**src/rtl/multicycle_pkg.sv**
```systemverilog
// Shared definitions for the multicycle controller/datapath pair.
// The controller drives {s1,s2} with these encodings in state C and D.
package multicycle_pkg;

  localparam int DEFAULT_WIDTH = 8;

  typedef logic [1:0] op_t;

  localparam op_t OP_LOADB = 2'b00;
  localparam op_t OP_ADD   = 2'b10;
  localparam op_t OP_SUB   = 2'b01;
  localparam op_t OP_RSVD  = 2'b11;

  // True for the two encodings that produce an arithmetic result.
  function automatic logic is_arith(input op_t op);
    return (op == OP_ADD) || (op == OP_SUB);
  endfunction

endpackage

```
**src/rtl/mc_alu.sv**
```systemverilog
// Combinational WIDTH-bit add/subtract unit.
// o_carry is the carry-out for add and the borrow (a < b unsigned) for subtract.
// o_overflow follows the two's-complement sign rule for the selected operation.
module mc_alu #(
  parameter int WIDTH = 8
) (
  input  logic [WIDTH-1:0] i_a,
  input  logic [WIDTH-1:0] i_b,
  input  logic             i_sub,
  output logic [WIDTH-1:0] o_sum,
  output logic             o_carry,
  output logic             o_overflow
);

  logic [WIDTH:0] w_ext;
  logic           w_sign_a;
  logic           w_sign_b;
  logic           w_sign_r;

  // Zero-extended operands: bit WIDTH of the difference is exactly the borrow.
  assign w_ext = i_sub ? ({1'b0, i_a} - {1'b0, i_b})
                       : ({1'b0, i_a} + {1'b0, i_b});

  assign o_sum   = w_ext[WIDTH-1:0];
  assign o_carry = w_ext[WIDTH];

  assign w_sign_a = i_a[WIDTH-1];
  assign w_sign_b = i_b[WIDTH-1];
  assign w_sign_r = w_ext[WIDTH-1];

  // Add overflows when like-signed operands give a differently signed sum;
  // subtract overflows when unlike-signed operands flip the minuend's sign.
  assign o_overflow = i_sub ? ((w_sign_a != w_sign_b) && (w_sign_r != w_sign_a))
                            : ((w_sign_a == w_sign_b) && (w_sign_r != w_sign_a));

endmodule

```
**src/rtl/multicycle_datapath.sv**
```systemverilog
// Datapath driven by the multicycle controller's control word.
// Holds accumulator, operand register, flags and the result/valid/ack handshake;
// arithmetic itself lives in mc_alu.
module multicycle_datapath
  import multicycle_pkg::*;
#(
  parameter int WIDTH = DEFAULT_WIDTH
) (
  input  logic             clock,
  input  logic             reset,
  input  logic             e,
  input  logic             s0,
  input  logic             s1,
  input  logic             s2,
  input  logic             done,
  input  logic [WIDTH-1:0] data_a,
  input  logic [WIDTH-1:0] data_b,
  output logic [WIDTH-1:0] result,
  output logic             result_valid,
  input  logic             result_ack,
  output logic             carry,
  output logic             overflow,
  output logic             overrun,
  output logic             error
);

  logic [WIDTH-1:0] r_acc;
  logic [WIDTH-1:0] r_opb;
  logic [WIDTH-1:0] r_result;
  logic             r_result_valid;
  logic             r_carry;
  logic             r_overflow;
  logic             r_overrun;
  logic             r_error;

  op_t              w_op;
  logic             w_capture;
  logic [WIDTH-1:0] w_sum;
  logic             w_alu_carry;
  logic             w_alu_overflow;

  assign w_op = {s1, s2};

  // s0/s1/s2 may be X while e=0, so every use of the decode is qualified by e.
  assign w_capture = e && done && s0 && is_arith(w_op);

  mc_alu #(
    .WIDTH (WIDTH)
  ) u_alu (
    .i_a        (r_acc),
    .i_b        (r_opb),
    .i_sub      (w_op == OP_SUB),
    .o_sum      (w_sum),
    .o_carry    (w_alu_carry),
    .o_overflow (w_alu_overflow)
  );

  // Control-word decode: operand loads, accumulate, flags and reserved-op detection.
  always_ff @(posedge clock or posedge reset) begin
    if (reset) begin
      r_acc      <= '0;
      r_opb      <= '0;
      r_carry    <= 1'b0;
      r_overflow <= 1'b0;
      r_error    <= 1'b0;
    end else if (e) begin
      // NOTE: non-blocking assignments here let r_acc read its old value in the
      // ALU this cycle while the new value is scheduled for the edge.
      if (!s0) begin
        r_acc <= data_a;
      end else begin
        case (w_op)
          OP_LOADB: r_opb <= data_b;
          OP_ADD,
          OP_SUB: begin
            r_acc      <= w_sum;
            r_carry    <= w_alu_carry;
            r_overflow <= w_alu_overflow;
          end
          default: r_error <= 1'b1;
        endcase
      end
    end
  end

  // Result capture and valid/ack handshake; a capture always beats an ack.
  always_ff @(posedge clock or posedge reset) begin
    if (reset) begin
      r_result       <= '0;
      r_result_valid <= 1'b0;
      r_overrun      <= 1'b0;
    end else if (w_capture) begin
      r_result       <= w_sum;
      r_result_valid <= 1'b1;
      if (r_result_valid && !result_ack) begin
        r_overrun <= 1'b1;
      end
    end else if (result_ack) begin
      r_result_valid <= 1'b0;
    end
  end

  assign result       = r_result;
  assign result_valid = r_result_valid;
  assign carry        = r_carry;
  assign overflow     = r_overflow;
  assign overrun      = r_overrun;
  assign error        = r_error;

endmodule
```
**config.mk**
```make
export PLATFORM = sky130hd
export DESIGN_NAME = multicycle_datapath
export DESIGN_NICKNAME = d
export VERILOG_FILES = /design/src/rtl/multicycle_pkg.sv /design/src/rtl/mc_alu.sv /design/src/rtl/multicycle_datapath.sv
export SDC_FILE = /design/constraint.sdc
export NUM_CORES = 1
export LEC_CHECK = 0
export ABC_AREA = 1
export CORE_MARGIN = 2
export CORE_UTILIZATION = 53
export CTS_BUF_LIST = sky130_fd_sc_hd__clkbuf_8
export DETAILED_ROUTE_END_ITERATION = 16
export GPL_TIMING_DRIVEN = 1
export HOLD_SLACK_MARGIN = 0.06
export PLACE_DENSITY = 0.79
export SLEW_MARGIN = 20
export SYNTH_ARGS = -nofsm -noshare
export SYNTH_HDL_FRONTEND = slang
export SYNTH_SLANG_ARGS = --single-unit
export TNS_END_PERCENT = 50
```
**constraint.sdc**
```tcl
create_clock -name clock -period 2.45 [get_ports clock]
set_clock_uncertainty 0.05 [all_clocks]
set_input_delay 0.245 -clock clock [delete_from_list [all_inputs] [get_ports clock]]
set_output_delay 0.245 -clock clock [all_outputs]
set_load 0.01 [all_outputs]
```
==> results of run 1 <==
[Yosys cell counts (2+ instances only)]
| library cell | number |
|---|---|
| xor2_1 | 4 |
| dfrtp_1 | 29 |
| inv_1 | 33 |
| inv_2 | 2 |
| nor2_1 | 28 |
| o21bai_1 | 3 |
| xnor2_1 | 2 |
| nand2_1 | 62 |
| nand3_1 | 13 |
| o31ai_1 | 2 |
| a31oi_1 | 4 |
| o21ai_0 | 7 |
| ha_1 | 12 |
| a21oi_1 | 18 |
| buf_2 | 2 |
| o211ai_1 | 3 |
[layout make-up]
cell class              count  area [sq um]
inverters                  37           146
well taps                  46          57.6
clock inverters             1          5.00
fillers                   223           674
repair buffers             56           518
clock buffers               7          96.3
flip-flops and latches     29           726
multi-input cells         170          1110
[registers in the layout, indices dropped and copies added, names as in the netlist]
| signal | cells |
|---|---|
| carry | 1 |
| error | 1 |
| overflow | 1 |
| overrun | 1 |
| r_acc | 8 |
| r_opb | 8 |
| result | 8 |
| result_valid | 1 |
[routing by layer]
| layer | routed length, um | vias up | GRT usage (%) |
|---|---|---|---|
| met5 | 0 | - | 0 |
| met4 | 211 | 0 | 6.67 |
| li1 | - | 888 | - |
| met1 | 1920 | 843 | 29.2 |
| met3 | 312 | 23 | 5.77 |
| met2 | 2420 | 72 | 39.5 |
[what timing repair did]
action | CTS | global route
setup buffers | 0 | 6
pin swaps | 0 | 20
gates resized for setup | 2 | 38
setup endpoints to repair | 2 | 10
[cell families (layout without fill, tap and decap cells)]
group / Yosys count / in the layout / synth area share (%)
flops: 29 / 29 / 39.6
fa+ha+maj: 13 / 13 / 9.28
xor+xnor: 6 / 6 / 2.86
buf+inv: 40 / 101 / 8.94
compound gates: 41 / 41 / 13.6
simple gates: 109 / 109 / 25.2
mux: 1 / 1 / 0.614
[critical path: cells and delay by family (launching register included)]
| kind | cells | cell delay (ns) |
|---|---|---|
| XOR/XNOR | 1 | 0.15 |
| AND/OR/NAND/NOR | 11 | 0.92 |
| adder cells (fa/ha/maj) | 2 | 0.50 |
| buffers and inverters | 2 | 0.22 |
| flip-flops | 1 | 0.39 |
| AO/OA/AOI/OAI | 1 | 0.20 |
[power breakdown]
group	leakage (uW)	internal [uW]	total, uW	switching (uW)
registers	0.000332	627	733	106
logic	0.000930	696	1490	793
clock network	0.0000542	254	445	192
total	0.00132	1580	2670	1090
[placed cells by master, fill, tap and decap left out, types with 3 or more instances in the layout]
cell type | netlist | final
inv_2 | 2 | 7
nand3_1 | 13 | 6
nor2_1 | 28 | 24
clkbuf_8 | 0 | 7
ha_4 | 0 | 5
a21oi_1 | 18 | 15
a31oi_1 | 4 | 4
nand2_2 | 0 | 5
ha_1 | 12 | 7
o211ai_1 | 3 | 3
inv_1 | 33 | 28
nor2_2 | 0 | 3
o21ai_0 | 7 | 7
xor2_1 | 4 | 4
dfrtp_1 | 29 | 29
clkdlybuf4s50_1 | 0 | 36
nand2_1 | 62 | 56
buf_4 | 1 | 18
nand3_2 | 1 | 8
a21oi_2 | 1 | 3
[how the worst min path moves through the flow]
stage,startpoint,to,depth (start not counted)
finish,reset,r_opb[0],3
global route,reset,r_opb[0],3
CTS,reset,r_opb[0],3
detailed placement,overrun,overrun,2
global placement,overrun,overrun,2
floorplan,reset,carry,1
[through the flow]
step	cells	util (%)	power, uW	setup WS (ns)
after floorplan	239	-	1450	0.230
after global routing	346	79.8	2860	-0.169
after global placement	332	70.1	1890	-0.218
final	346	79.8	2670	-0.0471
after CTS	340	73.7	2380	0.0102
after detailed placement	332	70.1	1920	-0.271
==> impl_metrics.yaml, run 1 <==
status:
  outcome: "finished, violations left"
  violations: "negative setup slack"
clock_network:
  cts_buffer_depth: 2
  htreeDepth: 2
  cts_buffers: 5
  clockRootBuffer: "clkbuf_8"
  clock_latency_ns: 0.29
  cts_tree: "yes"
  cts_hold_buf: 0
  cts.sinks: 29
  clkTransAtPathRegs_ns: 0.06
global_route:
  grt_antenna_before_repair: 0
  grt_max_degree: 30
  grt_pass1_wl_mm: 7.18
  grt_pass1_vias: 1655
  grt_use_total_pct: 23.2
  overflow: 0
pwr:
  pwr_density_cell_mw_per_mm2: 1000
  vdd_drop_max_mv: 0.478
  p_leak_uw: 0.00132
routing:
  wl_mm: 4.86
  wire_per_inst_um: 14.1
  vias: 1826
  drtAntennaViolNets: 0
  drt_iter0_markers: 155
  firstDrtPassIters: 4
  avgViaCountPerCell: 5.28
  drcViolationCount: 0
critical_path:
  slowest_delay_ns: 0.39
  criticalPathCategory: "flop to flop"
  r2r_setup_slack_ns: -0.05
  crit_start: "r_opb[1]"
  path_cells: "inv_2 -> ha_4 -> nand2_4 -> buf_6 -> nor2_4 -> nor2_2 -> xor2_1 -> ha_1 -> nand2_1 -> nand2_2 -> a21oi_4 -> nand2_2 -> nand2_2 -> nand3_2 -> nand2_1 -> nand2_1 -> nand2_1"
  critPathRequiredTime_ns: 2.63
  crit_end: "overflow"
  worst-endpoint-arrival_ns: 2.67
  r2r-start: "r_opb[1]"
  path_max_fanout: 4
  end_kind: "flop"
  critPathSlowestCell: "dfrtp_1"
  rr_worst_depth: 17
  critPathLaunchType: "flop"
  critPathMostFrequentCell: "nand2_1"
  worstReg2RegEnd: "overflow"
yosys:
  synth_cell_types: 31
  ys_seq_area_share_pct: 39.6
  synth_edf_count: 0
  synthesis.area_sq_mm: 0.00183
  yosysWarnings: 0
  syn_inst: 239
  netlist_top_cells_area: "dfrtp_1, nand2_1, ha_1"
  synth_top_flop_cell: "dfrtp_1"
  synthArstFlopShare_pct: 100
  synth_top_cell_by_area: "dfrtp_1"
  postSynthAreaPerCell_sq_um: 7.67
  synth_fp_nets: 276
  yosysTopAreaCellShare_pct: 39.6
  ys_ff_latch: 29
floorplan:
  io_pins: 37
  rows: 21
  core_area_sq_mm: 0.00334
  dieArea_sq_mm: 0.00395
  start_util_pct: 55.0
  dieHeight_um: 62.8
  die_w_um: 62.8
timing:
  hold_violations: 0
  rsz0062_at_grt: "true"
  max_freq_mhz: 400
  period_share_pct: 102
  holdWs_ns: 0.267
  fin_crit_ns: 2.50
  worst_pin_slew_ns: 0.430
  tns_ns: -0.0471
  relSlewSlack_pct: 71.0
  drv_slew: 0
  setup_slack_ns: -0.0471
  setup_viol: 1
min_path:
  hold_path.class: "primary input to asynchronous set/reset pin"
job:
  maxCapViolations: 0
finish:
  syn2layout_area_growth_pct: 45.2
  drive_above_1_share_pct: 23.7
  nets: 336
  num_antenna_cells: 0
  final_area_sq_mm: 0.00266
placed_design:
  finalWeightedCongestion: 0.861
  numPortBuffers: 36
  post-dp-hpwl_mm: 3.01
  post_dp_cell_area_sq_mm: 0.00234
Note: power is estimated with default switching activity, not from simulation.
==> run 2: changes to the inputs <==
- CORE_MARGIN: 2 -> default
==> impl_metrics.yaml, run 2 (synthesis results as in run 1) <==
status:
  outcome: "finished, final reports clean"
finish:
  drive_above_1_share_pct: 22.0
  layout_commonest_cell: "nand2_1"
  regArea_sq_um: 726
  final_cell_mix: "nand2_1, clkdlybuf4s50_1, inv_1"
  syn2layout_area_growth_pct: 43.1
  nets: 336
  multiInputGateArea_sq_mm: 0.00108
  fillers: 205
  num_antenna_cells: 0
global_route:
  grt_use_total_pct: 27.5
  grt_antenna_before_repair: 0
  overflow: 0
  grt_pass1_vias: 1704
  grt_max_degree: 30
  grt_pass1_wl_mm: 7.20
timing:
  setup_viol: 0
  fin_crit_ns: 2.43
  max_freq_mhz: 412
  relSlewSlack_pct: 73.7
  drv_slew: 0
  tns_ns: 0
  rsz0062_at_grt: "true"
  setup_slack_ns: 0.0208
  period_share_pct: 99.2
  hold_violations: 0
  worst_pin_slew_ns: 0.393
clock_network:
  cts_tree: "yes"
  clkTransAtPathRegs_ns: 0.07
  cts_buffers: 5
  clock_latency_ns: 0.29
  cts.sinks: 29
  htreeDepth: 2
  clockRootBuffer: "clkbuf_8"
  cts_hold_buf: 0
  cts_buffer_depth: 2
routing:
  avgViaCountPerCell: 5.26
  drtAntennaViolNets: 0
  drcViolationCount: 0
  wire_per_inst_um: 13.6
  firstDrtPassIters: 4
  vias: 1809
  wl_mm: 4.70
  drt_iter0_markers: 121
critical_path:
  critPathLaunchType: "flop"
  criticalPathCategory: "flop to flop"
  critPathRequiredTime_ns: 2.62
  end_kind: "flop"
  r2r_setup_slack_ns: 0.02
  worst-endpoint-arrival_ns: 2.60
  path_max_fanout: 4
pwr:
  pwr_density_cell_mw_per_mm2: 982
  p_leak_uw: 0.00130
  vdd_drop_max_mv: 0.571
floorplan:
  dieArea_sq_mm: 0.00370
  io_pins: 37
  dieHeight_um: 60.8
  start_util_pct: 57.7
  core_area_sq_mm: 0.00318
  die_w_um: 60.8
  rows: 20
placed_design:
  pre_cts_ws_ns: -0.329
  numPortBuffers: 36
  post-dp-hpwl_mm: 3.29
  finalWeightedCongestion: 0.903
min_path:
  hold_path.class: "primary input to asynchronous set/reset pin"
job:
  maxCapViolations: 0
[run 2: timing repair]
action / 4_1_cts / 5_1_grt
setup endpoints to repair: 2 / 10
gates resized for setup: 3 / 31
endpoints found under the hold margin: 0 / 0
setup buffers: 0 / 5
pin swaps: 1 / 12
[run 2: per-stage QoR]
step	total power, uW	cell area [sq um]	hold slack (ns)	std cells	utilization [%]
4_1_cts	2410	2460	0.304	339	77.5
3_5_place_dp	1940	2340	0.414	331	73.8
6_report	2580	2630	0.296	344	82.6
3_3_place_gp	1900	2340	0.403	331	73.8
2_1_floorplan	1450	1830	0.273	239	-
5_1_grt	2780	2630	0.344	344	82.6
[run 2: worst max-delay path, stage by stage, from the launching register on]
cell and delay, ns:
dfrtp_1 0.39, inv_2 0.11, ha_4 0.15, nand2_2 0.08, buf_6 0.14, nor2_4 0.10
nor2_2 0.05, xor2_1 0.14, ha_1 0.35, nand2_1 0.10, nand2_2 0.09, a21oi_4 0.20
nand2_2 0.09, nand2_2 0.07, nand3_1 0.06, nand2_1 0.09, nand2_1 0.05, nand2_1 0.05
[run 2: report_power, final]
| part | total [uW] | switching (uW) | internal (uW) |
|---|---|---|---|
| logic | 1420 | 742 | 674 |
| clock network | 438 | 184 | 253 |
| registers | 725 | 97.4 | 628 |
[run 2: per-layer routing]
layer / up-vias / part of all wire [%] / global-route usage (%)
met5: - / 0 / 0
met4: 0 / 3.7 / 15.9
met3: 18 / 3.6 / 5.12
met2: 55 / 50 / 46.8
met1: 847 / 43 / 32.5
li1: 889 / - / -
[run 2: area by class of cell]
class | instances | share of cell area [%]
clock buffer | 7 | 3.67
clock inverter | 1 | 0.191
inverter | 37 | 5.58
multi-input combinational | 170 | 41.2
sequential | 29 | 27.6
tap | 44 | 2.10
timing repair buffer | 56 | 19.6
[run 2: final timing paths]
check,start,endpoint,cells past startpoint
hold / removal,reset,carry,3
hold reg to reg,overrun,overrun,2
setup / recovery,r_opb[1],overflow,17
max in group asynchronous,reset,r_opb[3],3
min in group clock,overrun,overrun,2
setup reg to reg,r_opb[1],overflow,17
==> run 3: changes to the inputs <==
- CAP_MARGIN: default -> 15
- CORE_ASPECT_RATIO: default -> 1.1
- MAX_ROUTING_LAYER: default -> met4
==> impl_metrics.yaml, run 3 (synthesis results as in run 1) <==
global_route:
  grt_use_total_pct: 25.7
  grt_antenna_before_repair: 0
  busiest_layer: "met2"
  met1_usage_pct: 28.2
  use_met2_pct: 42.7
  grt.met3_usage_pct: 7.60
  overflow: 0
  grt_max_degree: 30
  grt_pass1_vias: 1671
  grt_pass1_wl_mm: 6.89
critical_path:
  critical-path-top-delay-family: "simple AND/OR/NAND/NOR gates"
  critPathLaunchType: "flop"
  slowest_delay_ns: 0.40
  rr_worst_depth: 15
  r2r_setup_slack_ns: 0.07
  worstReg2RegEnd: "r_acc[6]"
  criticalPathCategory: "flop to flop"
  critPathSlowestCell: "dfrtp_1"
  end_kind: "flop"
  crit_end: "r_acc[6]"
  crit_start: "r_opb[1]"
  r2r-start: "r_opb[1]"
  path_max_fanout: 4
  path_depth: 15
  worst-endpoint-arrival_ns: 2.51
  path_buf_inv: 3
  critPathRequiredTime_ns: 2.58
  path_cells: "inv_2 -> ha_4 -> nand2_2 -> buf_4 -> nor2_4 -> nor2_4 -> xor2_1 -> ha_1 -> buf_4 -> nand2_2 -> a21oi_1 -> o21bai_1 -> nand3_1 -> nand2_1 -> nand2_1"
finish:
  final_cell_mix: "nand2_1, clkdlybuf4s50_1, inv_1, dfrtp_1, nor2_1"
  drive_above_1_share_pct: 19.8
  nets: 339
  stdcell_count: 351
  syn2layout_area_growth_pct: 41.5
  num_antenna_cells: 0
  layout_commonest_cell: "nand2_1"
routing:
  drcViolationCount: 0
  vias: 1776
  wire_per_inst_um: 12.3
  wl_mm: 4.32
  firstDrtPassIters: 4
  drtAntennaViolNets: 0
  avgViaCountPerCell: 5.06
  drt_iter0_markers: 61
clock_network:
  cts_tree: "yes"
  cts_hold_buf: 0
  clkTransAtPathRegs_ns: 0.06
  cts_buffers: 5
  htreeDepth: 2
  cts.sinks: 29
  clock_latency_ns: 0.29
  cts_buffer_depth: 2
  clockRootBuffer: "clkbuf_8"
placed_design:
  post-dp-hpwl_mm: 3.12
  numPortBuffers: 36
  finalWeightedCongestion: 0.940
  place_inst: 340
timing:
  hold_violations: 0
  period_share_pct: 97.3
  rsz0062_at_grt: "true"
  setup_viol: 0
  worst_pin_slew_ns: 0.367
  fin_crit_ns: 2.38
  max_freq_mhz: 420
  relSlewSlack_pct: 75.5
  drv_slew: 0
min_path:
  hold_path.class: "primary input to asynchronous set/reset pin"
job:
  maxCapViolations: 0
floorplan:
  die_w_um: 58.1
  dieArea_sq_mm: 0.00370
  dieHeight_um: 63.7
  io_pins: 37
  core_area_sq_mm: 0.00333
  rows: 22
  start_util_pct: 55.1
pwr:
  p_leak_uw: 0.00130
  total_power_uw: 2540
  pwr_density_cell_mw_per_mm2: 979
  vdd_drop_max_mv: 0.562
status:
  outcome: "finished, final reports clean"
## run 3: cell count changes in the layout (fill, tap and decap cells not counted), sizes merged
| cell | delta |
|---|---|
| buf | +3 |
## run 3: through the flow
stage	area, sq um	utilization (%)	hold WS, ns	setup TNS (ns)	worst slack [ns]
after floorplan	1830	-	0.273	0	0.230
after global placement	2390	71.7	0.403	-1.23	-0.201
after detailed placement	2390	71.7	0.406	-1.73	-0.214
after CTS	2490	74.7	0.294	0	0.0189
after global routing	2590	77.9	0.351	-0.497	-0.0975
final	2590	77.9	0.284	0	0.0665
## run 3: worst min path at each step
| stage | from | end | slack (ns) | depth (start not counted) |
|---|---|---|---|---|
| 2_1_floorplan | reset | carry | 0.27 | 1 |
| 6_report | reset | r_acc[2] | 0.28 | 3 |
| 5_1_grt | reset | r_opb[4] | 0.35 | 3 |
| 3_3_place_gp | overrun | overrun | 0.40 | 2 |
| 3_5_place_dp | error | error | 0.41 | 1 |
| 4_1_cts | reset | result[0] | 0.29 | 3 |
## run 3: final cells by class
class / instances / area (sq um)
inverters: 37 / 146
multi-input cells: 170 / 1030
clock inverters: 1 / 5.00
repair buffers: 59 / 533
clock buffers: 7 / 96.3
fillers: 225 / 736
flip-flops and latches: 29 / 726
well taps: 48 / 60.1
## run 3: power breakdown
group	total (uW)	internal (uW)	switching, uW
logic	1370	677	694
registers	730	628	102
clock network	440	253	187
total	2540	1560	983
## run 3: routing by layer
metal | part of all wire (%) | vias to the layer above | wire (um)
li1 | - | 890 | -
met3 | 3.9 | 13 | 167
met5 | 0 | - | 0
met1 | 43 | 828 | 1880
met2 | 50 | 45 | 2170
met4 | 2.5 | 0 | 106
## run 3: what timing repair did
item	in CTS	in global routing
gates resized for setup	0	22
buffers inserted	0	3
hold endpoints to repair	0	0
endpoints found under the setup margin	0	9
## run 3: worst reg2reg max path, delay by kind of cell, from the launching register on
kind	cells	cell delay (ns)
fa+ha+maj	2	0.49
compound gates	2	0.23
flops	1	0.40
xor+xnor	1	0.16
buf+inv	3	0.40
simple gates	7	0.54
